<file path="src/rtl/multi_channel_com.sv">
// Per-channel centre-of-mass tracker: accumulates x/y sums and counts per mask channel and
// divides them serially at frame end. Optional COM_DROP_COUNT_EN adds a dropped-frame counter.

module multi_channel_com_acc #(
  parameter int H_WIDTH   = 11,
  parameter int V_WIDTH   = 10,
  parameter int CNT_WIDTH = 17
) (
  input  logic                         clk_in,
  input  logic                         rst_in,
  input  logic [H_WIDTH-1:0]           i_x,
  input  logic [V_WIDTH-1:0]           i_y,
  input  logic                         i_vld,
  input  logic                         i_clr,
  output logic [H_WIDTH+CNT_WIDTH-1:0] o_sum_x,
  output logic [V_WIDTH+CNT_WIDTH-1:0] o_sum_y,
  output logic [CNT_WIDTH-1:0]         o_cnt
);
  localparam int SXW = H_WIDTH + CNT_WIDTH;
  localparam int SYW = V_WIDTH + CNT_WIDTH;

  logic [SXW-1:0]       r_sum_x;
  logic [SYW-1:0]       r_sum_y;
  logic [CNT_WIDTH-1:0] r_cnt;

  // Clearing wins over accumulation but still admits the pixel of the clearing cycle.
  always_ff @(posedge clk_in) begin
    if (rst_in) begin
      r_sum_x <= '0;
      r_sum_y <= '0;
      r_cnt   <= '0;
    end else if (i_clr) begin
      r_sum_x <= i_vld ? SXW'(i_x) : '0;
      r_sum_y <= i_vld ? SYW'(i_y) : '0;
      r_cnt   <= i_vld ? CNT_WIDTH'(1) : '0;
    end else if (i_vld && !(&r_cnt)) begin
      r_sum_x <= r_sum_x + SXW'(i_x);
      r_sum_y <= r_sum_y + SYW'(i_y);
      r_cnt   <= r_cnt + CNT_WIDTH'(1);
    end
  end

  assign o_sum_x = r_sum_x;
  assign o_sum_y = r_sum_y;
  assign o_cnt   = r_cnt;
endmodule

module multi_channel_com #(
  parameter int H_WIDTH   = 11,
  parameter int V_WIDTH   = 10,
  parameter int N_CH      = 2,
  parameter int CNT_WIDTH = 17,
  parameter int MIN_COUNT = 16
) (
  input  logic                      clk_in,
  input  logic                      rst_in,
  input  logic [H_WIDTH-1:0]        x_in,
  input  logic [V_WIDTH-1:0]        y_in,
  input  logic [N_CH-1:0]           valid_in,
  input  logic                      tabulate_in,
  output logic [N_CH*H_WIDTH-1:0]   x_com_out,
  output logic [N_CH*V_WIDTH-1:0]   y_com_out,
  output logic [N_CH-1:0]           found_out,
  output logic                      valid_com_out,
  output logic                      busy_out
`ifdef COM_DROP_COUNT_EN
  , output logic [7:0]              drop_count_out
`endif
);
  localparam int XW  = H_WIDTH + CNT_WIDTH;
  localparam int YW  = V_WIDTH + CNT_WIDTH;
  localparam int DW  = (XW > YW) ? XW : YW;
  localparam int BW  = $clog2(DW + 1);
  localparam int CHW = (N_CH > 1) ? $clog2(N_CH) : 1;

  typedef enum logic [2:0] {S_IDLE, S_CHECK, S_DIV_X, S_DIV_Y, S_DONE} state_t;

  state_t r_state, w_state_nx;

  logic [N_CH-1:0][XW-1:0]        w_acc_x, r_snap_x;
  logic [N_CH-1:0][YW-1:0]        w_acc_y, r_snap_y;
  logic [N_CH-1:0][CNT_WIDTH-1:0] w_acc_c, r_snap_c;

  logic [N_CH-1:0][H_WIDTH-1:0]   r_x_stg, w_x_stg_nx, r_x_com;
  logic [N_CH-1:0][V_WIDTH-1:0]   r_y_stg, w_y_stg_nx, r_y_com;
  logic [N_CH-1:0]                r_found_stg, w_found_nx, r_found;

  logic [DW-1:0]        r_dq, w_dq_nx;
  logic [CNT_WIDTH-1:0] r_rem, w_rem_nx, w_div;
  logic [CNT_WIDTH:0]   w_rem_sh;
  logic                 w_ge, w_small, w_last_ch, w_last_x, w_last_y;
  logic [BW-1:0]        r_bit;
  logic [CHW-1:0]       r_ch;

  for (genvar c = 0; c < N_CH; c++) begin : g_ch
    multi_channel_com_acc #(
      .H_WIDTH  (H_WIDTH),
      .V_WIDTH  (V_WIDTH),
      .CNT_WIDTH(CNT_WIDTH)
    ) u_acc (
      .clk_in (clk_in),
      .rst_in (rst_in),
      .i_x    (x_in),
      .i_y    (y_in),
      .i_vld  (valid_in[c]),
      .i_clr  (tabulate_in),
      .o_sum_x(w_acc_x[c]),
      .o_sum_y(w_acc_y[c]),
      .o_cnt  (w_acc_c[c])
    );
  end

  // Restoring divider: r_dq holds the unconsumed dividend on top, quotient bits enter at the bottom.
  assign w_div     = r_snap_c[r_ch];
  assign w_rem_sh  = {r_rem, r_dq[DW-1]};
  assign w_ge      = (w_rem_sh >= {1'b0, w_div});
  assign w_rem_nx  = w_ge ? CNT_WIDTH'(w_rem_sh - {1'b0, w_div}) : w_rem_sh[CNT_WIDTH-1:0];
  assign w_dq_nx   = {r_dq[DW-2:0], w_ge};
  assign w_small   = (32'(w_div) < 32'(MIN_COUNT));
  assign w_last_ch = (r_ch == CHW'(N_CH - 1));
  assign w_last_x  = (r_bit == BW'(XW - 1));
  assign w_last_y  = (r_bit == BW'(YW - 1));

  always_ff @(posedge clk_in) begin
    if (rst_in) r_state <= S_IDLE;
    else        r_state <= w_state_nx;
  end

  always_comb begin
    w_state_nx = r_state;
    w_x_stg_nx = r_x_stg;
    w_y_stg_nx = r_y_stg;
    w_found_nx = r_found_stg;
    case (r_state)
      S_IDLE:  if (tabulate_in) w_state_nx = S_CHECK;
      S_CHECK: begin
        w_found_nx[r_ch] = !w_small;
        if (!w_small)      w_state_nx = S_DIV_X;
        else if (w_last_ch) w_state_nx = S_DONE;
        else               w_state_nx = S_CHECK;
      end
      S_DIV_X: if (w_last_x) begin
        w_x_stg_nx[r_ch] = w_dq_nx[H_WIDTH-1:0];
        w_state_nx       = S_DIV_Y;
      end
      S_DIV_Y: if (w_last_y) begin
        w_y_stg_nx[r_ch] = w_dq_nx[V_WIDTH-1:0];
        w_state_nx       = w_last_ch ? S_DONE : S_CHECK;
      end
      S_DONE:  w_state_nx = S_IDLE;
      default: w_state_nx = S_IDLE;
    endcase
  end

  always_ff @(posedge clk_in) begin
    if (rst_in) begin
      r_snap_x    <= '0;
      r_snap_y    <= '0;
      r_snap_c    <= '0;
      r_dq        <= '0;
      r_rem       <= '0;
      r_bit       <= '0;
      r_ch        <= '0;
      r_x_stg     <= '0;
      r_y_stg     <= '0;
      r_found_stg <= '0;
      r_x_com     <= '0;
      r_y_com     <= '0;
      r_found     <= '0;
    end else begin
      r_x_stg     <= w_x_stg_nx;
      r_y_stg     <= w_y_stg_nx;
      r_found_stg <= w_found_nx;
      case (r_state)
        S_IDLE: if (tabulate_in) begin
          r_snap_x <= w_acc_x;
          r_snap_y <= w_acc_y;
          r_snap_c <= w_acc_c;
          r_ch     <= '0;
        end
        S_CHECK: begin
          if (!w_small) begin
            r_dq  <= DW'(r_snap_x[r_ch]) << (DW - XW);
            r_rem <= '0;
            r_bit <= '0;
          end else begin
            r_ch <= r_ch + CHW'(1);
          end
        end
        S_DIV_X: begin
          if (w_last_x) begin
            r_dq  <= DW'(r_snap_y[r_ch]) << (DW - YW);
            r_rem <= '0;
            r_bit <= '0;
          end else begin
            r_dq  <= w_dq_nx;
            r_rem <= w_rem_nx;
            r_bit <= r_bit + BW'(1);
          end
        end
        S_DIV_Y: begin
          r_dq  <= w_dq_nx;
          r_rem <= w_rem_nx;
          r_bit <= r_bit + BW'(1);
          if (w_last_y) begin
            r_bit <= '0;
            r_ch  <= r_ch + CHW'(1);
          end
        end
        default: r_ch <= '0;
      endcase
      // Outputs change only on the edge that enters DONE, so they are coherent with valid_com_out.
      if (w_state_nx == S_DONE) begin
        r_x_com <= w_x_stg_nx;
        r_y_com <= w_y_stg_nx;
        r_found <= w_found_nx;
      end
    end
  end

  assign x_com_out     = r_x_com;
  assign y_com_out     = r_y_com;
  assign found_out     = r_found;
  assign valid_com_out = (r_state == S_DONE);
  assign busy_out      = (r_state != S_IDLE);

`ifdef COM_DROP_COUNT_EN
  logic [7:0] r_drop;
  always_ff @(posedge clk_in) begin
    if (rst_in)                                                   r_drop <= '0;
    else if (tabulate_in && r_state != S_IDLE && r_drop != 8'hff) r_drop <= r_drop + 8'd1;
  end
  assign drop_count_out = r_drop;
`endif
endmodule

</file>
<file path="config.mk">
export PLATFORM = sky130hd
export DESIGN_NAME = multi_channel_com
export DESIGN_NICKNAME = d
export VERILOG_FILES = /design/src/rtl/multi_channel_com.sv
export SDC_FILE = /design/constraint.sdc
export NUM_CORES = 1
export LEC_CHECK = 0
export ABC_AREA = 0
export CORE_MARGIN = 4
export CORE_UTILIZATION = 50
export CTS_CLUSTER_DIAMETER = 50
export CTS_CLUSTER_SIZE = 16
export DETAILED_ROUTE_END_ITERATION = 8
export GPL_TIMING_DRIVEN = 0
export PLACE_DENSITY = 0.71
export SLEW_MARGIN = 20
export SYNTH_ARGS = -nofsm -noshare
export SYNTH_HDL_FRONTEND = slang
export SYNTH_SLANG_ARGS = --single-unit
</file>
<file path="constraint.sdc">
create_clock -name clk_in -period 5 [get_ports clk_in]
set_input_delay 0.5 -clock clk_in [delete_from_list [all_inputs] [get_ports clk_in]]
set_output_delay 0.5 -clock clk_in [all_outputs]
set_load 0.01 [all_outputs]
</file>
======== Word-level counts from Yosys, hierarchy flattened ========
Index checks and enable logic that the tools add are counted.
storage, ports and cells
  flip-flop bits (word level) ............. 430
  bits in latches ......................... 0
  RAM bits ................................ 0
  memory bits (read-only) ................. 0
  input port bits ......................... 26
  logic and storage cells ................. 127
  memories kept ........................... 0
operators by class
  $add $sub $neg .......................... 9
  $mul .................................... 0
  divide/modulo/power cells ............... 0
  magnitude comparators ................... 4
  equality and inequality tests ........... 11
  shifts and indexed selects .............. 0
  mux-type cells .......................... 59
  bitwise logic cells ..................... 1
  reduce and logical (&&, ||, !) cells .... 16
operator list
  operator                                              number
  two-way mux 28 bit                                    8
  two-way mux 27 bit                                    6
  two-way mux 17 bit                                    9
  one-hot mux 28 bit (3 select lines)                   1
  adder 28 x 11 -> 28 bit                               2
  adder 27 x 10 -> 27 bit                               2
  one-hot mux 17 bit (3 select lines)                   1
  two-way mux 22 bit                                    2
  two-way mux 20 bit                                    2
  adder 17 x 1 -> 17 bit (second input constant)        2
  AND reduction 17 bit                                  2
  two-way mux 11 bit                                    3
  two-way mux 10 bit                                    3
  bitwise mux 22 bit                                    1
  bitwise mux 20 bit                                    1
  >= comparator 18 x 17 -> 1 bit                        1
  < comparator 17 x 5 -> 1 bit (second input constant)  1
  subtractor 17 bit                                     1
  two-way mux 3 bit                                     5
  two-way mux 5 bit                                     3
  one-hot mux 5 bit (3 select lines)                    1
  one-hot mux 3 bit (4 select lines)                    1
  demux 11 bit (select 1 bit)                           1
  demux 10 bit (select 1 bit)                           1
  other kinds (22)                                      40

======== Longest topological paths before layout ========
  word-level depth ........................ 7
  depth in mapped cells ................... 17
  gate-level depth less buffers ........... 12

======== Cells and area by module ========
Synthesis repeated with hierarchy kept, for this count alone.
second synthesis, totals
  cell total of the unflattened synthesis .. 2559
  area total of the unflattened synthesis .. 20727.4 µm²
by module, submodules not included
  module                                 times used  cells each  area each (µm²)  sequential area each (µm²)
  multi_channel_com                      1           1504        12261.8          5725.5
  multi_channel_com_acc (g_ch[1].u_acc)  1           540         4281.6           1441.4
  multi_channel_com_acc (g_ch[0].u_acc)  1           515         4184.0           1441.4

======== Least setup slack after synthesis ========
Ideal clock, no wire load.
  path type ............................... register -> register
  from .................................... register r_ch
  to ...................................... register r_y_com (netlist bit y_com_out[0])
  arrival ................................. 3.731 ns
  required time ........................... 4.866 ns
  path slack .............................. 1.135 ns
  cell stages (with the launch flop) ...... 17
  period minus slack after synthesis ...... 3.865 ns
  path through ............................ dfxtp_1 buf_6 buf_6 clkbuf_1 buf_2 clkbuf_1 buf_2 mux2i_1 fa_1 a21o_1 a22o_1 o31ai_1 a21o_1 clkbuf_1 nor2_1 a21oi_1 a211oi_1
between the ends
  longest elaborated chain between the ends .. 7
  elaborated cells between the ends (all ways) .. 17
ends and longest elaborated chain
  item                                                                                  RTL line  source
  start: declaration                                                                    93        logic [CHW-1:0] r_ch;
  start signal: assignment                                                              187       r_ch <= r_ch + CHW'(1);
  start signal: assignment                                                              207       r_ch <= r_ch + CHW'(1);
  parallel branches: the longest is 7 deep, another holds < comparator 17 x 5 -> 1 bit  -
  end signal: assignment                                                                215       r_y_com <= w_y_stg_nx;
  end: declaration                                                                      85        logic [N_CH-1:0][V_WIDTH-1:0] r_y_stg, w_y_stg_nx, r_y_com;
Parallel ways; which one is timed is not known. The select of a mux whose other input is x is not followed.
A chain may end at the register's enable or synchronous reset.

======== Worst setup path after layout ========
Same ends and word-level chain as after synthesis.

==> results.cfg <==
[outcome]
outcome = finished clean

[timing]
rsz0062_at_grt = no
tns_ps = 0
slew_viol_final = 0
finalHoldViolations = 0
worstMarginPinSlew_ps = 1020
setup_viol = 0
clock_skew_ps = 22.1
period_minus_slack_ps = 4440
slew_headroom_pct = 31.3
fin_crit_sh_pct = 88.7
clock.fmax_mhz = 225

[clocking]
cts_buffers = 43
clock_latency_ps = 590
cts.path.max_buffers = 3
ctsHoldBuffers = 0
post-cts-setup-buffers = 0
path_clk_slew_ps = 70
cts_max_level = 2
clkSinkCount = 430
cts_tree = yes
cts_root_buffer = clkbuf_16

[power_and_ir_drop]
ir_drop_uv = 218
p_per_area_nw_per_um2 = 340
p_leak_nw = 8.08

[finish]
antenna_cells = 0
layout_commonest_cell = nand2_1
final_area_sq_um = 23300
nets = 2744
areaGrowthSynthToFinish_pct = 13.8
final_cell_mix = 492 x nand2_1, 430 x dfxtp_1, 294 x a21oi_1
drive_above_1_share_pct = 4.26
nFillCells = 3665
fin_cells = 3203

[worst_setup_path]
crit_family = buffers and inverters
critPathKind = register to register
path_cells = buf_6, buf_6, clkbuf_4, buf_2, mux2i_1, ha_1, a21oi_1, o21ai_0, a211oi_1, a21o_1, clkbuf_1, nor2_1, a21oi_1, a211oi_1
endpoint_kind = register
slowest_delay_ps = 540
cpMaxStageDelayCell = a211oi_1
cp_max_fo = 19
path_buf_inv = 5
worstPathRequired_ps = 5450
start_kind = register
cp.arrival_ps = 4890

[grt]
grt_pass1_vias = 18200
grt_pass1_wl_um = 100000
grt_use_total_pct = 28.2
grt_overflow_total = 0
antenna_found_initial = 0
grt_max_degree = 20

[die]
initial_utilization_pct = 51.1
die-area_sq_um = 44300
die_x_um = 210
io_pins = 72
row_count = 73
core_sq_um = 40100
fp.dieH_um = 210

[drt]
vias = 19000
route.detailed.drc = 0
drt_wl_total_um = 64400
drt_iter0_drc = 1838
ant_nets = 0
drtPass1Iterations = 6
viasPerCell = 5.94
avgRoutedWirePerCell_um = 20.1

[place]
hpwl_um = 48600
placed_area_sq_um = 21800
dp.cells = 3130
gp_congestion = 0.977
portBuffers = 70

[synth]
syn_area_per_cell_sq_um = 8.08
synthFlopType = dfxtp_1
synth_fp_nets = 2631
ys_warn_count = 0
syn-cell-area_sq_um = 20500
synth_seq_cells = 430
syn_inst = 2535
synth-async-reset-ratio_pct = 0
synth_edf_count = 0
ys_seq_area_share_pct = 42.0
synthDistinctLibCells = 74

[worst_hold_path]
hold_class = register to register

[flow_run]
maxCapViolCount = 0
[per-layer routing]
| metal | vias up | share of wire [%] | global-route usage (%) |
|---|---|---|---|
| li1 | 9079 | - | - |
| met1 | 8999 | 43 | 37.6 |
| met2 | 794 | 45 | 45.7 |
| met3 | 165 | 8.7 | 4.99 |
| met4 | 0 | 4.1 | 11.3 |
| met5 | - | 0 | 0 |
[cell usage after synthesis, types with 12 or more instances]
cell type | n | area, sq um
nand2_1 | 492 | 1850
dfxtp_1 | 430 | 8610
a21oi_1 | 295 | 1480
nor2_1 | 268 | 1010
clkbuf_1 | 121 | 454
mux2i_1 | 99 | 991
o21ai_0 | 81 | 405
a211oi_1 | 68 | 510
ha_1 | 65 | 813
xor2_1 | 64 | 561
nand3_1 | 62 | 310
xnor2_1 | 49 | 429
nand4_1 | 38 | 238
inv_1 | 35 | 131
nor3_1 | 33 | 165
o211ai_1 | 31 | 233
and3_1 | 22 | 138
nand2b_1 | 19 | 119
a21o_1 | 16 | 120
o21a_1 | 16 | 120
a221oi_1 | 15 | 131
a31oi_1 | 15 | 93.8
buf_1 | 15 | 56.3
or3_1 | 14 | 87.6
buf_2 | 12 | 60.1
nor2b_1 | 12 | 75.1
[power by group]
group,switching [W],internal (W)
registers,0.0000787,0.00349
logic,0.000681,0.000332
clock network,0.00149,0.00186
total,0.00225,0.00568
[layout make-up]
type                    instances  area (sq um)  area share [%]
clock inverters                21           267            1.14
multi-input cells            1909         11100            47.5
inverters                      35           131           0.564
clock buffers                  54          1200            5.15
repair buffers                 70           701            3.01
plain buffers                 159           682            2.93
flip-flops and latches        430          8610            36.9
well taps                     525           657            2.82
[state kept, by name, summed over array words and instances, names as in the netlist]
signal and count:
found_out 2, g_ch.u_acc.o_cnt 34, g_ch.u_acc.o_sum_x 56, g_ch.u_acc.o_sum_y 54, r_bit 5, r_ch 1
r_dq 28, r_found_stg 2, r_rem 17, r_snap_c 34, r_snap_x 56, r_snap_y 54
r_state 3, r_x_stg 22, r_y_stg 20, x_com_out 22, y_com_out 20
[final timing paths]
kind | from | end | slack, ps | cells after the start
max reg2reg | r_ch$_SDFFE_PP0P_ | y_com_out[0]$_SDFFE_PP0N_ | 560 | 14
max | r_ch$_SDFFE_PP0P_ | y_com_out[0]$_SDFFE_PP0N_ | 560 | 14
min reg2reg | r_snap_c[23]$_SDFFE_PP0P_ | r_snap_c[23]$_SDFFE_PP0P_ | 460 | 2
min | r_snap_c[23]$_SDFFE_PP0P_ | r_snap_c[23]$_SDFFE_PP0P_ | 460 | 2
[cell families after synthesis]
kind of cell,count (synthesis),share of synthesized area (%)
XOR/XNOR,113,4.83
multiplexers,100,4.89
adder cells (fa/ha/maj),70,4.46
buffers and inverters,196,4.00
AO/OA/AOI/OAI,621,18.6
AND/OR/NAND/NOR,1005,21.2
flip-flops,430,42.0
[stage by stage]
stage          util [%]  power (W)  hold slack, ps  setup WS (ps)
3_3_place_gp       54.5    0.00462             440           -441
6_report           58.1    0.00793             455            563
5_1_grt            58.1    0.00818             468            288
3_5_place_dp       54.5    0.00464             449           -415
2_1_floorplan         -    0.00428             432           1130
4_1_cts            58.1    0.00795             457           17.8
[worst min-delay path: cells and delay by family, from the launching register on]
kind	cells	cell delay (ps)
and+or+nand+nor	1	50
DFF	1	310
AOI/OAI and AO/OA	1	50
[what timing repair did]
item / CTS / global route
resized for setup: 1 / 1
endpoints found under the setup margin: 18 / 14
cloned: 0 / 0
pin swaps: 0 / 0
No activity file was read; power rests on OpenSTA's default activity.
